===== config.mk =====
export PLATFORM = sky130hd
export DESIGN_NAME = multi_sensor_monitor
export DESIGN_NICKNAME = d
export VERILOG_FILES = /design/src/rtl/multi_sensor_monitor.sv
export SDC_FILE = /design/constraint.sdc
export NUM_CORES = 1
export LEC_CHECK = 0
export CAP_MARGIN = 15
export CELL_PAD_IN_SITES_DETAIL_PLACEMENT = 1
export CELL_PAD_IN_SITES_GLOBAL_PLACEMENT = 2
export CORE_MARGIN = 1.5
export CORE_UTILIZATION = 33
export DETAILED_ROUTE_END_ITERATION = 7
export PLACE_DENSITY = 0.85
export SLEW_MARGIN = 40
export SYNTH_ARGS = -nofsm -noshare
export SYNTH_HDL_FRONTEND = slang
export SYNTH_SLANG_ARGS = --single-unit

===== constraint.sdc =====
create_clock -name clk -period 4.5 [get_ports clk]
set_clock_uncertainty 0.05 [all_clocks]
set_input_delay 0.675 -clock clk [delete_from_list [all_inputs] [get_ports clk]]
set_output_delay 0.675 -clock clk [all_outputs]
set_load 0.05 [all_outputs]

===== src/rtl/multi_sensor_monitor.sv =====
// multi_sensor_monitor: per-channel XADC averaging with sticky alarms and a periodic AXI-Stream status report
module multi_sensor_monitor #(
  parameter int NUM_CH     = 4,
  parameter int SAMPLE_DIV = 100_000_000,
  parameter int AVG_LOG2   = 2
) (
  input  logic              clk,
  input  logic              reset,
  input  logic [15:0]       adc_data,
  input  logic [3:0]        adc_chan,
  input  logic              adc_ready,
  input  logic [11:0]       alarm_thresh,
  input  logic              alarm_clr,
  output logic [31:0]       m_axis_tdata,
  output logic              m_axis_tvalid,
  output logic              m_axis_tlast,
  input  logic              m_axis_tready,
  output logic [NUM_CH-1:0] alarm,
  output logic [7:0]        overrun_cnt
);
  localparam int CW = SAMPLE_DIV > 1 ? $clog2(SAMPLE_DIV) : 1;
  localparam int IW = NUM_CH > 1 ? $clog2(NUM_CH) : 1;
  localparam int AW = 12 + AVG_LOG2;
  localparam int NW = AVG_LOG2 + 1;
  localparam logic [IW-1:0] LAST = IW'(NUM_CH - 1);

  typedef enum logic {IDLE, SEND} state_t;

  logic [CW-1:0]   div_q, div_d;
  logic            tick_q, tick_d;
  logic [AW-1:0]   acc_q [NUM_CH];
  logic [AW-1:0]   acc_d [NUM_CH];
  logic [NW-1:0]   cnt_q [NUM_CH];
  logic [NW-1:0]   cnt_d [NUM_CH];
  logic [11:0]     avg_q [NUM_CH];
  logic [11:0]     avg_d [NUM_CH];
  logic [AW-1:0]   sum [NUM_CH];
  logic [11:0]     new_avg [NUM_CH];
  logic [NUM_CH-1:0] fresh_q, fresh_d, alarm_q, alarm_d, hit, latch;
  logic            smp_ok;
  state_t          state_q, state_d;
  logic [IW-1:0]   idx_q, idx_d, load_idx;
  logic            load;
  logic [31:0]     tdata_q, tdata_d, beat;
  logic            tlast_q, tlast_d;
  logic [7:0]      ovr_q, ovr_d;
  logic            unused_lsbs;

  assign unused_lsbs = &{1'b0, adc_data[3:0]};
  assign smp_ok = adc_ready && ({1'b0, adc_chan} < 5'(NUM_CH));

  for (genvar g = 0; g < NUM_CH; g++) begin : g_ch
    assign hit[g]     = smp_ok && adc_chan == 4'(g);
    assign sum[g]     = acc_q[g] + AW'(adc_data[15:4]);
    assign latch[g]   = hit[g] && (cnt_q[g] + NW'(1)) == NW'(1 << AVG_LOG2);
    assign new_avg[g] = sum[g][AW-1:AVG_LOG2];
  end

  // report period divider; tick is registered so it lands the cycle after the wrap value
  always_comb begin
    tick_d = div_q == CW'(SAMPLE_DIV - 1);
    div_d  = tick_d ? '0 : div_q + CW'(1);
  end

  // tick divider registers
  always_ff @(posedge clk) begin
    if (reset) begin
      div_q  <= '0;
      tick_q <= 1'b0;
    end else begin
      div_q  <= div_d;
      tick_q <= tick_d;
    end
  end

  // per-channel accumulate/latch; a latch beats a same-cycle beat load on fresh, and alarm set beats clear
  always_comb begin
    for (int c = 0; c < NUM_CH; c++) begin
      acc_d[c]   = hit[c] ? (latch[c] ? '0 : sum[c]) : acc_q[c];
      cnt_d[c]   = hit[c] ? (latch[c] ? '0 : cnt_q[c] + NW'(1)) : cnt_q[c];
      avg_d[c]   = latch[c] ? new_avg[c] : avg_q[c];
      fresh_d[c] = latch[c] || (fresh_q[c] && !(load && load_idx == IW'(c)));
      alarm_d[c] = (latch[c] && new_avg[c] > alarm_thresh) || (alarm_q[c] && !alarm_clr);
    end
  end

  // channel state registers
  always_ff @(posedge clk) begin
    if (reset) begin
      acc_q   <= '{default: '0};
      cnt_q   <= '{default: '0};
      avg_q   <= '{default: '0};
      fresh_q <= '0;
      alarm_q <= '0;
    end else begin
      acc_q   <= acc_d;
      cnt_q   <= cnt_d;
      avg_q   <= avg_d;
      fresh_q <= fresh_d;
      alarm_q <= alarm_d;
    end
  end

  assign beat = {4'(load_idx), 4'h0, fresh_q[load_idx], alarm_q[load_idx], 10'h0, avg_q[load_idx]};

  // report FSM: load beat 0 on tick, advance on handshake, drop ticks that arrive mid-frame
  always_comb begin
    state_d  = state_q;
    load     = 1'b0;
    load_idx = idx_q;
    case (state_q)
      IDLE: if (tick_q) begin
        state_d  = SEND;
        load     = 1'b1;
        load_idx = '0;
      end
      SEND: if (m_axis_tready) begin
        if (idx_q == LAST) state_d = IDLE;
        else begin
          load     = 1'b1;
          load_idx = idx_q + IW'(1);
        end
      end
      default: state_d = IDLE;
    endcase
    idx_d   = load ? load_idx : idx_q;
    tdata_d = load ? beat : tdata_q;
    tlast_d = load ? load_idx == LAST : tlast_q;
    ovr_d   = (tick_q && state_q == SEND && ovr_q != 8'hFF) ? ovr_q + 8'd1 : ovr_q;
  end

  // report registers
  always_ff @(posedge clk) begin
    if (reset) begin
      state_q <= IDLE;
      idx_q   <= '0;
      tdata_q <= '0;
      tlast_q <= 1'b0;
      ovr_q   <= '0;
    end else begin
      state_q <= state_d;
      idx_q   <= idx_d;
      tdata_q <= tdata_d;
      tlast_q <= tlast_d;
      ovr_q   <= ovr_d;
    end
  end

  assign m_axis_tvalid = state_q == SEND;
  assign m_axis_tdata  = tdata_q;
  assign m_axis_tlast  = tlast_q;
  assign alarm         = alarm_q;
  assign overrun_cnt   = ovr_q;
endmodule

==> results.json, run 1 <==
{
  "cp.arrival_ps": 4170,
  "portBuffers": 62,
  "synth_cell_types": 70,
  "antenna_left": 0,
  "core-area_um2": 32500,
  "yosys.area_share.simple_pct": 19.9,
  "switching_power_mw": 1.07,
  "switching_share_pct": 29.5,
  "vias_per_cell": 5.42,
  "internal_power_mw": 2.56,
  "slew_headroom_pct": 42.4,
  "crit_buf_inv": 2,
  "ctsHoldBuffers": 0,
  "hold_class": "flop to flop",
  "cts.sinks": 178,
  "post-dp-hpwl_mm": 26.5,
  "synth_compound_area_share_pct": 21.7,
  "slew_viol_final": 0,
  "synthesis.instances": 1294,
  "setup_tns_ps": 0,
  "grt_overflow": 0,
  "syn_area_per_cell_um2": 8.38,
  "synth_edf_count": 0,
  "cp.required_ps": 4790,
  "synth_adder_area_share_pct": 13.0,
  "area_delta_synth_final_pct": 17.0,
  "synth_area_leader_cell": "dfxtp_1",
  "dr.pass1.iters": 5,
  "synth_area_leaders": "dfxtp_1 (33%), ha_1 (12%), nand2_1 (5.3%)",
  "synth-main-ff-cell": "dfxtp_1",
  "fin_nets": 1510,
  "synth_area_um2": 10800,
  "whs_ps": 407,
  "cts_inserted_buffers": 17,
  "num_vias": 9850,
  "synth_top_area_share_pct": 32.9,
  "grt_pass1_wl_mm": 55.5,
  "setup_viol": 0,
  "ys_seq_area_share_pct": 32.9,
  "crit_family": "compound AO/OA/AOI/OAI gates",
  "cts_tree": "yes",
  "cp_max_fo": 5,
  "num_rows": 66,
  "die_w_um": 184,
  "synth_xor_area_share_pct": 5.17,
  "die_area_um2": 33900,
  "crit_type": "input port to flop",
  "worstMarginPinSlew_ps": 861,
  "p_comb_share_pct": 12.1,
  "powerDensity_nw_per_um2": 287,
  "pwr-share-seq_pct": 43.8,
  "path_cells": "clkdlybuf4s50_1 -> ha_1 -> inv_1 -> fa_1 -> nand2b_1 -> a21oi_1 -> o211ai_1 -> o311ai_1 -> ha_1 -> nand4_1 -> nor2_1 -> o21ai_0 -> o2111a_1 -> nor3_1",
  "n_antenna_cell": 0,
  "final_layout_size_suffix_gt1_share_pct": 6.69,
  "crit_slowest_cell": "clkdlybuf4s50_1",
  "grt_setup_unrepaired": "false",
  "cp-start-kind": "input port",
  "synth_most_common_cell": "dfxtp_1",
  "outcome": "completed",
  "drt_iter0_drc": 405,
  "drcViolationCount": 0,
  "gp_congestion": 0.882,
  "grt_max_degree": 92,
  "period_needed_ps": 3880,
  "ios": 83,
  "fp.dieH_um": 184,
  "grt_pass1_vias": 10200,
  "crit_path_end_kind": "flop",
  "hold_viol": 0,
  "crit_top_cell": "ha_1",
  "cts_root_buf": "clkbuf_16",
  "wl_per_cell_um": 19.3,
  "clk_latency_ps": 470,
  "max_stage_delay_ps": 660,
  "p_leak_nw": 5.15,
  "ys_ff_latch": 178,
  "start_util_pct": 33.4,
  "synth_top_family_by_area": "compound AO/OA/AOI/OAI gates",
  "cap_violations": 0,
  "muxShareOfSynthArea_pct": 2.86,
  "synth_common_cells": "dfxtp_1 (178), nand2_1 (152), nor2_1 (141)",
  "clk_pin_slew_ps": 80,
  "track_usage_pct": 21.5,
  "pwr-share-clk_pct": 44.1,
  "finalCritPeriodShare_pct": 86.2,
  "yosysWarnings": 0,
  "post_cts_resized": 0,
  "drt-total-wl_mm": 35.1,
  "timing.fmax_mhz": 258,
  "htreeDepth": 4,
  "antenna_found_initial": 1,
  "postCtsSetupBuffers": 0,
  "async_flop_share_pct": 0,
  "cts_buffer_depth": 2,
  "peakVddDrop_v": 0.000289
}
## flip-flops by register name, indices dropped and copies added, names as in the netlist, 2 cells and up
name / flops
overrun_cnt: 8
idx_q: 2
acc_q: 56
fresh_q: 4
alarm: 4
div_q: 27
cnt_q: 12
m_axis_tdata: 14
avg_q: 48
## layout by cell type, fill, tap and decap left out, types with 5 or more instances in the layout
| master | count |
|---|---|
| dfxtp_1 | 178 |
| nand2_1 | 152 |
| nor2_1 | 139 |
| a21oi_1 | 113 |
| ha_1 | 106 |
| clkdlybuf4s50_1 | 61 |
| o21ai_0 | 44 |
| buf_4 | 40 |
| inv_1 | 39 |
| a21o_1 | 33 |
| xor2_1 | 33 |
| xnor2_1 | 31 |
| mux2i_1 | 31 |
| nand3_1 | 28 |
| nor3_1 | 24 |
| a22oi_1 | 23 |
| nand2b_1 | 17 |
| o21a_1 | 17 |
| clkbuf_16 | 17 |
| nand4_1 | 16 |
| conb_1 | 16 |
| a32o_1 | 15 |
| and4_1 | 14 |
| a22o_1 | 14 |
| nor2b_1 | 13 |
| a31oi_1 | 13 |
| o211ai_1 | 12 |
| a211oi_1 | 10 |
| and3_1 | 10 |
| o31ai_1 | 6 |
| o22ai_1 | 5 |
| clkinv_8 | 5 |
## kinds of logic (layout without fill, tap and decap cells)
| logic type | count (synthesis) | count (layout) |
|---|---|---|
| fa+ha+maj | 110 | 110 |
| simple gates | 454 | 454 |
| compound gates | 350 | 350 |
| other cells | 1 | 16 |
| mux | 31 | 31 |
| flops | 178 | 178 |
| buf+inv | 106 | 173 |
| xor+xnor | 64 | 64 |
## layout make-up
class | instances | area, µm²
Inverter | 39 | 146
Multi-Input combinational cell | 1025 | 6860
Clock buffer | 18 | 439
Tap cell | 442 | 553
Clock inverter | 14 | 186
Timing Repair Buffer | 102 | 931
Sequential cell | 178 | 3560
Fill cell | 3876 | 19800
## routing by layer
metal  global-route usage, %  vias to the layer above  wire [µm]
met3                    3.77                       76       1270
met2                    35.6                      178      16400
met4                    11.4                        0       1680
met1                    26.7                     4816      15800
li1                        -                     4780          -
met5                       0                        -          0
## worst register-to-register path, stage by stage, from the launching register on
cell	delay, ps
dfxtp_1	330
ha_1	190
inv_1	70
fa_1	390
nand2b_1	180
a21oi_1	270
o211ai_1	250
o311ai_1	590
ha_1	350
nand4_1	110
nor2_1	80
o21ai_0	70
o2111a_1	190
nor3_1	50
## power groups by stage
stage	registers [mW]	logic (mW)	clock network, mW
floorplan	1.62	0.282	0
global placement	1.63	0.426	0
detailed placement	1.63	0.438	0
CTS	1.59	0.441	1.63
global route	1.59	0.485	1.71
finish	1.59	0.441	1.60
## path summary, 6_finish.rpt
check | cells past startpoint | startpoint | endpoint | slack [ps]
worst max register to register | 13 | acc_q[14] | alarm[2] | 1230
worst max-delay path | 14 | adc_data[4] | alarm[2] | 620
worst min register to register | 2 | acc_q[14] | acc_q[14] | 410
worst min-delay path | 2 | acc_q[14] | acc_q[14] | 410
## stage by stage
stage | worst slack [ps] | utilization (%) | instances | cell area [µm²] | power [mW]
5_1_grt | 330 | 39.1 | 1818 | 12700 | 3.78
3_3_place_gp | 191 | 37.1 | 1786 | 12000 | 2.05
3_5_place_dp | 138 | 37.1 | 1786 | 12100 | 2.06
6_report | 619 | 39.1 | 1818 | 12700 | 3.63
4_1_cts | 611 | 39.1 | 1818 | 12700 | 3.66
2_1_floorplan | 1260 | - | 1309 | 10900 | 1.91
Power figures use the tool's default switching activity.
==> run 2, diff against run 1 <==
--- a/config.mk
+++ b/config.mk
@@ -11,7 +11,7 @@
 export CORE_MARGIN = 1.5
 export CORE_UTILIZATION = 33
 export DETAILED_ROUTE_END_ITERATION = 7
-export PLACE_DENSITY = 0.85
+export PLACE_DENSITY = 0.82
 export SLEW_MARGIN = 40
 export SYNTH_ARGS = -nofsm -noshare
 export SYNTH_HDL_FRONTEND = slang
==> run 2 against run 1 <==
  * Global-route usage is 0.30 points lower
  * Clock-buffer cell count is 1 lower
  * Wire length is 0.46% higher
  * Flip-flop and latch count stayed put
==> results.json, run 2 (synthesis results as in run 1) <==
{
  "crit_type": "input port to flop",
  "postCtsSetupBuffers": 0,
  "grt_setup_unrepaired": "false",
  "core-area_um2": 32500,
  "post-dp-hpwl_mm": 27.0,
  "p_leak_nw": 5.14,
  "outcome": "completed",
  "cts_root_buf": "clkbuf_16",
  "min_path_cells": 2,
  "cts.sinks": 178,
  "vias_per_cell": 5.38,
  "dr.pass1.iters": 5,
  "fill_cells": 3872,
  "cp_max_fo": 4,
  "finalCritPeriodShare_pct": 86.5,
  "drcViolationCount": 0,
  "r2r-end": "alarm[0]",
  "hold_end": "avg_q[6]",
  "post_cts_resized": 0,
  "multi_input_area_um2": 6860,
  "r2r_setup_slack_ps": 1170,
  "cp.required_ps": 4820,
  "clk_latency_ps": 450,
  "cts_inserted_buffers": 17,
  "grt_overflow": 0,
  "grt_max_degree": 58,
  "fin_nets": 1512,
  "start_util_pct": 33.4,
  "cts_buffer_depth": 2,
  "cap_violations": 0,
  "ios": 83,
  "slew_headroom_pct": 44.5,
  "final_cell_mix": "dfxtp_1 (178), nand2_1 (152), nor2_1 (139)",
  "n_antenna_cell": 0,
  "wl_per_cell_um": 19.4,
  "setup_viol": 0,
  "layout_commonest_cell": "dfxtp_1",
  "period_needed_ps": 3890,
  "top_regs": "acc_q: 56 flops, avg_q: 48 flops, div_q: 27 flops",
  "register_area_um2": 3560,
  "powerDensity_nw_per_um2": 282,
  "crit_path_end_kind": "flop",
  "worstMarginPinSlew_ps": 831,
  "ctsHoldBuffers": 0,
  "num_vias": 9799,
  "die_w_um": 184,
  "drt-total-wl_mm": 35.3,
  "largest_reg_flops": 56,
  "timing.fmax_mhz": 257,
  "portBuffers": 62,
  "fin_util_pct": 39.0,
  "regMostFlops": "acc_q",
  "die_area_um2": 33900,
  "drt_iter0_drc": 327,
  "hold_viol": 0,
  "rr_startpoint": "acc_q[43]",
  "grt_pass1_vias": 9773,
  "hold_class": "flop to flop",
  "fp.dieH_um": 184,
  "r2r_cells": 13,
  "antenna_left": 0,
  "peakVddDrop_v": 0.000270,
  "slew_viol_final": 0,
  "cp-start-kind": "input port",
  "cp.arrival_ps": 4210,
  "antenna_found_initial": 2,
  "clk_pin_slew_ps": 70,
  "htreeDepth": 4,
  "track_usage_pct": 21.2,
  "fin_cells": 1820,
  "gp_congestion": 0.821,
  "cts_tree": "yes",
  "hold_start": "avg_q[6]",
  "num_rows": 66,
  "area_delta_synth_final_pct": 16.7,
  "final_layout_size_suffix_gt1_share_pct": 6.82,
  "grt_pass1_wl_mm": 54.8,
  "setup_tns_ps": 0,
  "dp.cells": 1788
}
[run 2: changes by cell type in the layout (fill, tap and decap cells not counted)]
cell        before  now
buf_4           40   43
clkinv_8         5    2
clkinv_4         2    4
buf_12           1    0
clkbuf_8         1    0
clkinv_2         0    1
clkinvlp_4       0    1
[run 2: per-layer routing]
layer | vias up | GRT usage (%) | share of wire (%)
met5 | - | 0 | 0
met4 | 0 | 7.28 | 2.5
met3 | 46 | 2.75 | 2.3
met2 | 123 | 37.2 | 49
met1 | 4844 | 26.8 | 46
li1 | 4786 | - | -
[run 2: per-stage QoR]
step / setup slack, ps / power (mW) / instance area, µm² / hold WS [ps]
2_1_floorplan: 1260 / 1.91 / 10900 / 372
3_3_place_gp: 244 / 2.06 / 12100 / 385
3_5_place_dp: 179 / 2.07 / 12100 / 391
4_1_cts: 614 / 3.61 / 12600 / 409
5_1_grt: 348 / 3.71 / 12600 / 426
6_report: 608 / 3.57 / 12600 / 407
[run 2: worst max-delay path, stage by stage]
cell and delay (ps):
clkdlybuf4s50_1 630, ha_1 250, inv_1 60, fa_1 390, nand2b_1 180, a21oi_1 320
o21ai_0 240, a21oi_1 330, inv_1 90, ha_1 300, nand4_1 120, nor2_1 180
o21ai_0 150, o2111a_1 140, nor3_1 150
[run 2: worst max path at each step]
stage	from	to	depth (start not counted)	slack (ps)
2_1_floorplan	adc_data[5]	alarm[0]	13	1260
3_3_place_gp	adc_data[4]	alarm[1]	15	240
3_5_place_dp	adc_data[4]	alarm[1]	15	180
4_1_cts	adc_data[4]	alarm[3]	15	610
5_1_grt	adc_data[4]	alarm[3]	15	350
6_report	adc_data[4]	alarm[3]	15	610
[run 2: cell type report]
type | instances | area share, %
well taps | 442 | 4.37
clock buffers | 17 | 3.36
multi-input cells | 1025 | 54.2
repair buffers | 104 | 7.38
clock inverters | 15 | 1.33
inverters | 39 | 1.16
flip-flops and latches | 178 | 28.2
[run 2: power breakdown]
| group | internal [mW] | total [mW] | switching, mW | leakage (nW) |
|---|---|---|---|---|
| Combinational | 0.164 | 0.447 | 0.283 | 3.41 |
| Clock | 0.789 | 1.53 | 0.741 | 0.288 |
| Sequential | 1.58 | 1.59 | 0.00719 | 1.43 |
==> run 3, diff against run 2 <==
--- a/config.mk
+++ b/config.mk
@@ -12,6 +12,7 @@
 export CORE_UTILIZATION = 33
 export DETAILED_ROUTE_END_ITERATION = 7
 export PLACE_DENSITY = 0.82
+export REMOVE_ABC_BUFFERS = 1
 export SLEW_MARGIN = 40
 export SYNTH_ARGS = -nofsm -noshare
 export SYNTH_HDL_FRONTEND = slang
==> run 3 against run 2 <==
  * Sequential power about the same
  * Die area stayed put
  * Combinational power about the same
  * Power is 1.2% lower
  * Fmax is 1.1% higher
  * Sequential share of layout area about the same
  * Critical path depth decreased by 1
  * Flip-flop and latch count did not move
  * Cell count about the same
  * Utilization decreased by 0.062 points
  * Non-clock buffer count down 1
  * Wire length grew 2.0%
==> results.json, run 3 (synthesis results as in run 1) <==
{
  "internal_power_mw": 2.53,
  "min_path_cells": 2,
  "postCtsSetupBuffers": 0,
  "powerDensity_nw_per_um2": 279,
  "fill_cells": 3843,
  "cp.required_ps": 4810,
  "r2r_setup_slack_ps": 1210,
  "clk_latency_ps": 440,
  "switching_share_pct": 28.1,
  "peakVddDrop_v": 0.000271,
  "grt_pass1_vias": 9914,
  "pwr-share-clk_pct": 42.2,
  "path_cells": "clkdlybuf4s50_1 -> ha_1 -> a21o_1 -> a21o_1 -> a211oi_1 -> o22ai_1 -> a41oi_1 -> inv_1 -> ha_1 -> nand4_1 -> nor2_1 -> o21ai_0 -> o2111a_1 -> nor3_1",
  "num_vias": 9815,
  "drcViolationCount": 0,
  "htreeDepth": 4,
  "gp_congestion": 0.874,
  "area_delta_synth_final_pct": 16.5,
  "max_stage_delay_ps": 770,
  "outcome": "completed",
  "fin_util_pct": 38.9,
  "grt_setup_unrepaired": "false",
  "r2r_cells": 14,
  "portBuffers": 62,
  "pwr-share-seq_pct": 45.1,
  "final_cell_mix": "dfxtp_1 (178), nand2_1 (152), nor2_1 (139)",
  "r2r-end": "alarm[1]",
  "final_layout_size_suffix_gt1_share_pct": 6.83,
  "cp_max_fo": 6,
  "top_regs": "acc_q: 56 flops, avg_q: 48 flops, div_q: 27 flops",
  "num_rows": 66,
  "cp-start-kind": "input port",
  "regMostFlops": "acc_q",
  "period_needed_ps": 3850,
  "finalCritPeriodShare_pct": 85.6,
  "ctsHoldBuffers": 0,
  "setup_tns_ps": 0,
  "fp.dieH_um": 184,
  "timing.fmax_mhz": 260,
  "die_w_um": 184,
  "post-dp-hpwl_mm": 26.6,
  "dr.pass1.iters": 5,
  "clk_pin_slew_ps": 70,
  "die_area_um2": 33900,
  "fin_nets": 1511,
  "slew_viol_final": 0,
  "cts_buffer_depth": 2,
  "worstMarginPinSlew_ps": 814,
  "slew_headroom_pct": 45.6,
  "grt_max_degree": 51,
  "track_usage_pct": 21.6,
  "cap_violations": 0,
  "vias_per_cell": 5.40,
  "hold_start": "avg_q[31]",
  "core-area_um2": 32500,
  "hold_end": "avg_q[31]",
  "n_antenna_cell": 0,
  "p_comb_share_pct": 12.7,
  "largest_reg_flops": 56,
  "grt_overflow": 0,
  "cts.sinks": 178,
  "ios": 83,
  "antenna_left": 0,
  "hold_viol": 0,
  "antenna_found_initial": 0,
  "drt_iter0_drc": 583,
  "crit_slowest_cell": "clkdlybuf4s50_1",
  "cts_inserted_buffers": 17,
  "start_util_pct": 33.4,
  "cp.arrival_ps": 4160,
  "setup_viol": 0,
  "cp.depth": 14,
  "layout_commonest_cell": "dfxtp_1",
  "cts_root_buf": "clkbuf_16",
  "p_leak_nw": 5.11,
  "hold_class": "flop to flop",
  "grt_pass1_wl_mm": 55.9,
  "cts_tree": "yes",
  "drt-total-wl_mm": 36.0,
  "crit_buf_inv": 2,
  "crit_path_end_kind": "flop",
  "switching_power_mw": 0.991,
  "wl_per_cell_um": 19.8,
  "rr_startpoint": "acc_q[28]",
  "crit_type": "input port to flop",
  "post_cts_resized": 0,
  "crit_family": "compound AO/OA/AOI/OAI gates"
}
[run 3: cell count changes in the layout (fill, tap and decap cells not counted), sizes merged]
| cell | previous run | this run |
|---|---|---|
| clkinv | 7 | 6 |
| buf | 43 | 42 |
| inv | 45 | 42 |
| clkinvlp | 1 | 3 |
| clkbuf | 17 | 19 |
[run 3: how the worst max path moves through the flow]
stage                             start         endpoint  slack, ps
final                      adc_data[13]         alarm[2]        650
after global routing        adc_data[4]         alarm[1]        310
after CTS                  adc_data[13]         alarm[2]        660
after detailed placement    adc_data[4]         alarm[1]        220
after global placement     adc_data[13]         alarm[2]        300
after floorplan           m_axis_tvalid  m_axis_tdata[0]       1030
[run 3: power groups by stage]
stage	clock [mW]	combinational (mW)	sequential (mW)
after floorplan	0	0.250	1.62
after global placement	0	0.427	1.63
after detailed placement	0	0.439	1.63
after CTS	1.51	0.444	1.59
after global routing	1.58	0.487	1.59
final	1.49	0.447	1.59
[run 3: metrics by stage]
stage | power (mW) | hold WS, ps | area (µm²) | cells | setup WS (ps)
finish | 3.52 | 406 | 12600 | 1819 | 650
global route | 3.66 | 437 | 12600 | 1819 | 312
CTS | 3.55 | 407 | 12600 | 1819 | 663
detailed placement | 2.07 | 397 | 12000 | 1787 | 222
global placement | 2.05 | 388 | 12000 | 1787 | 298
floorplan | 1.87 | 372 | 10600 | 1242 | 1030
[run 3: layout make-up]
cell class                 instances  area, µm²  area share [%]
clock buffer                      19        443            3.51
clock inverter                    13        128            1.01
inverter                          39        146            1.16
multi-input combinational       1025       6870            54.4
sequential                       178       3560            28.2
tap                              442        553            4.38
timing repair buffer             103        926            7.33
[run 3: routing by layer]
layer | share of wire (%) | GRT usage, % | up-vias | wire length, µm
met5 | 0 | 0 | - | 0
met3 | 3.1 | 3.22 | 32 | 1120
met4 | 1.8 | 5.87 | 0 | 635
li1 | - | - | 4778 | -
met1 | 47 | 27.9 | 4864 | 17000
met2 | 48 | 37.1 | 141 | 17300
[run 3: worst reg2reg max path: cells and delay by family, from the launching register on]
family	cells	cell delay (ps)
simple gates	4	640
fa+ha+maj	3	870
compound gates	5	1160
flops	1	340
buf+inv	2	140
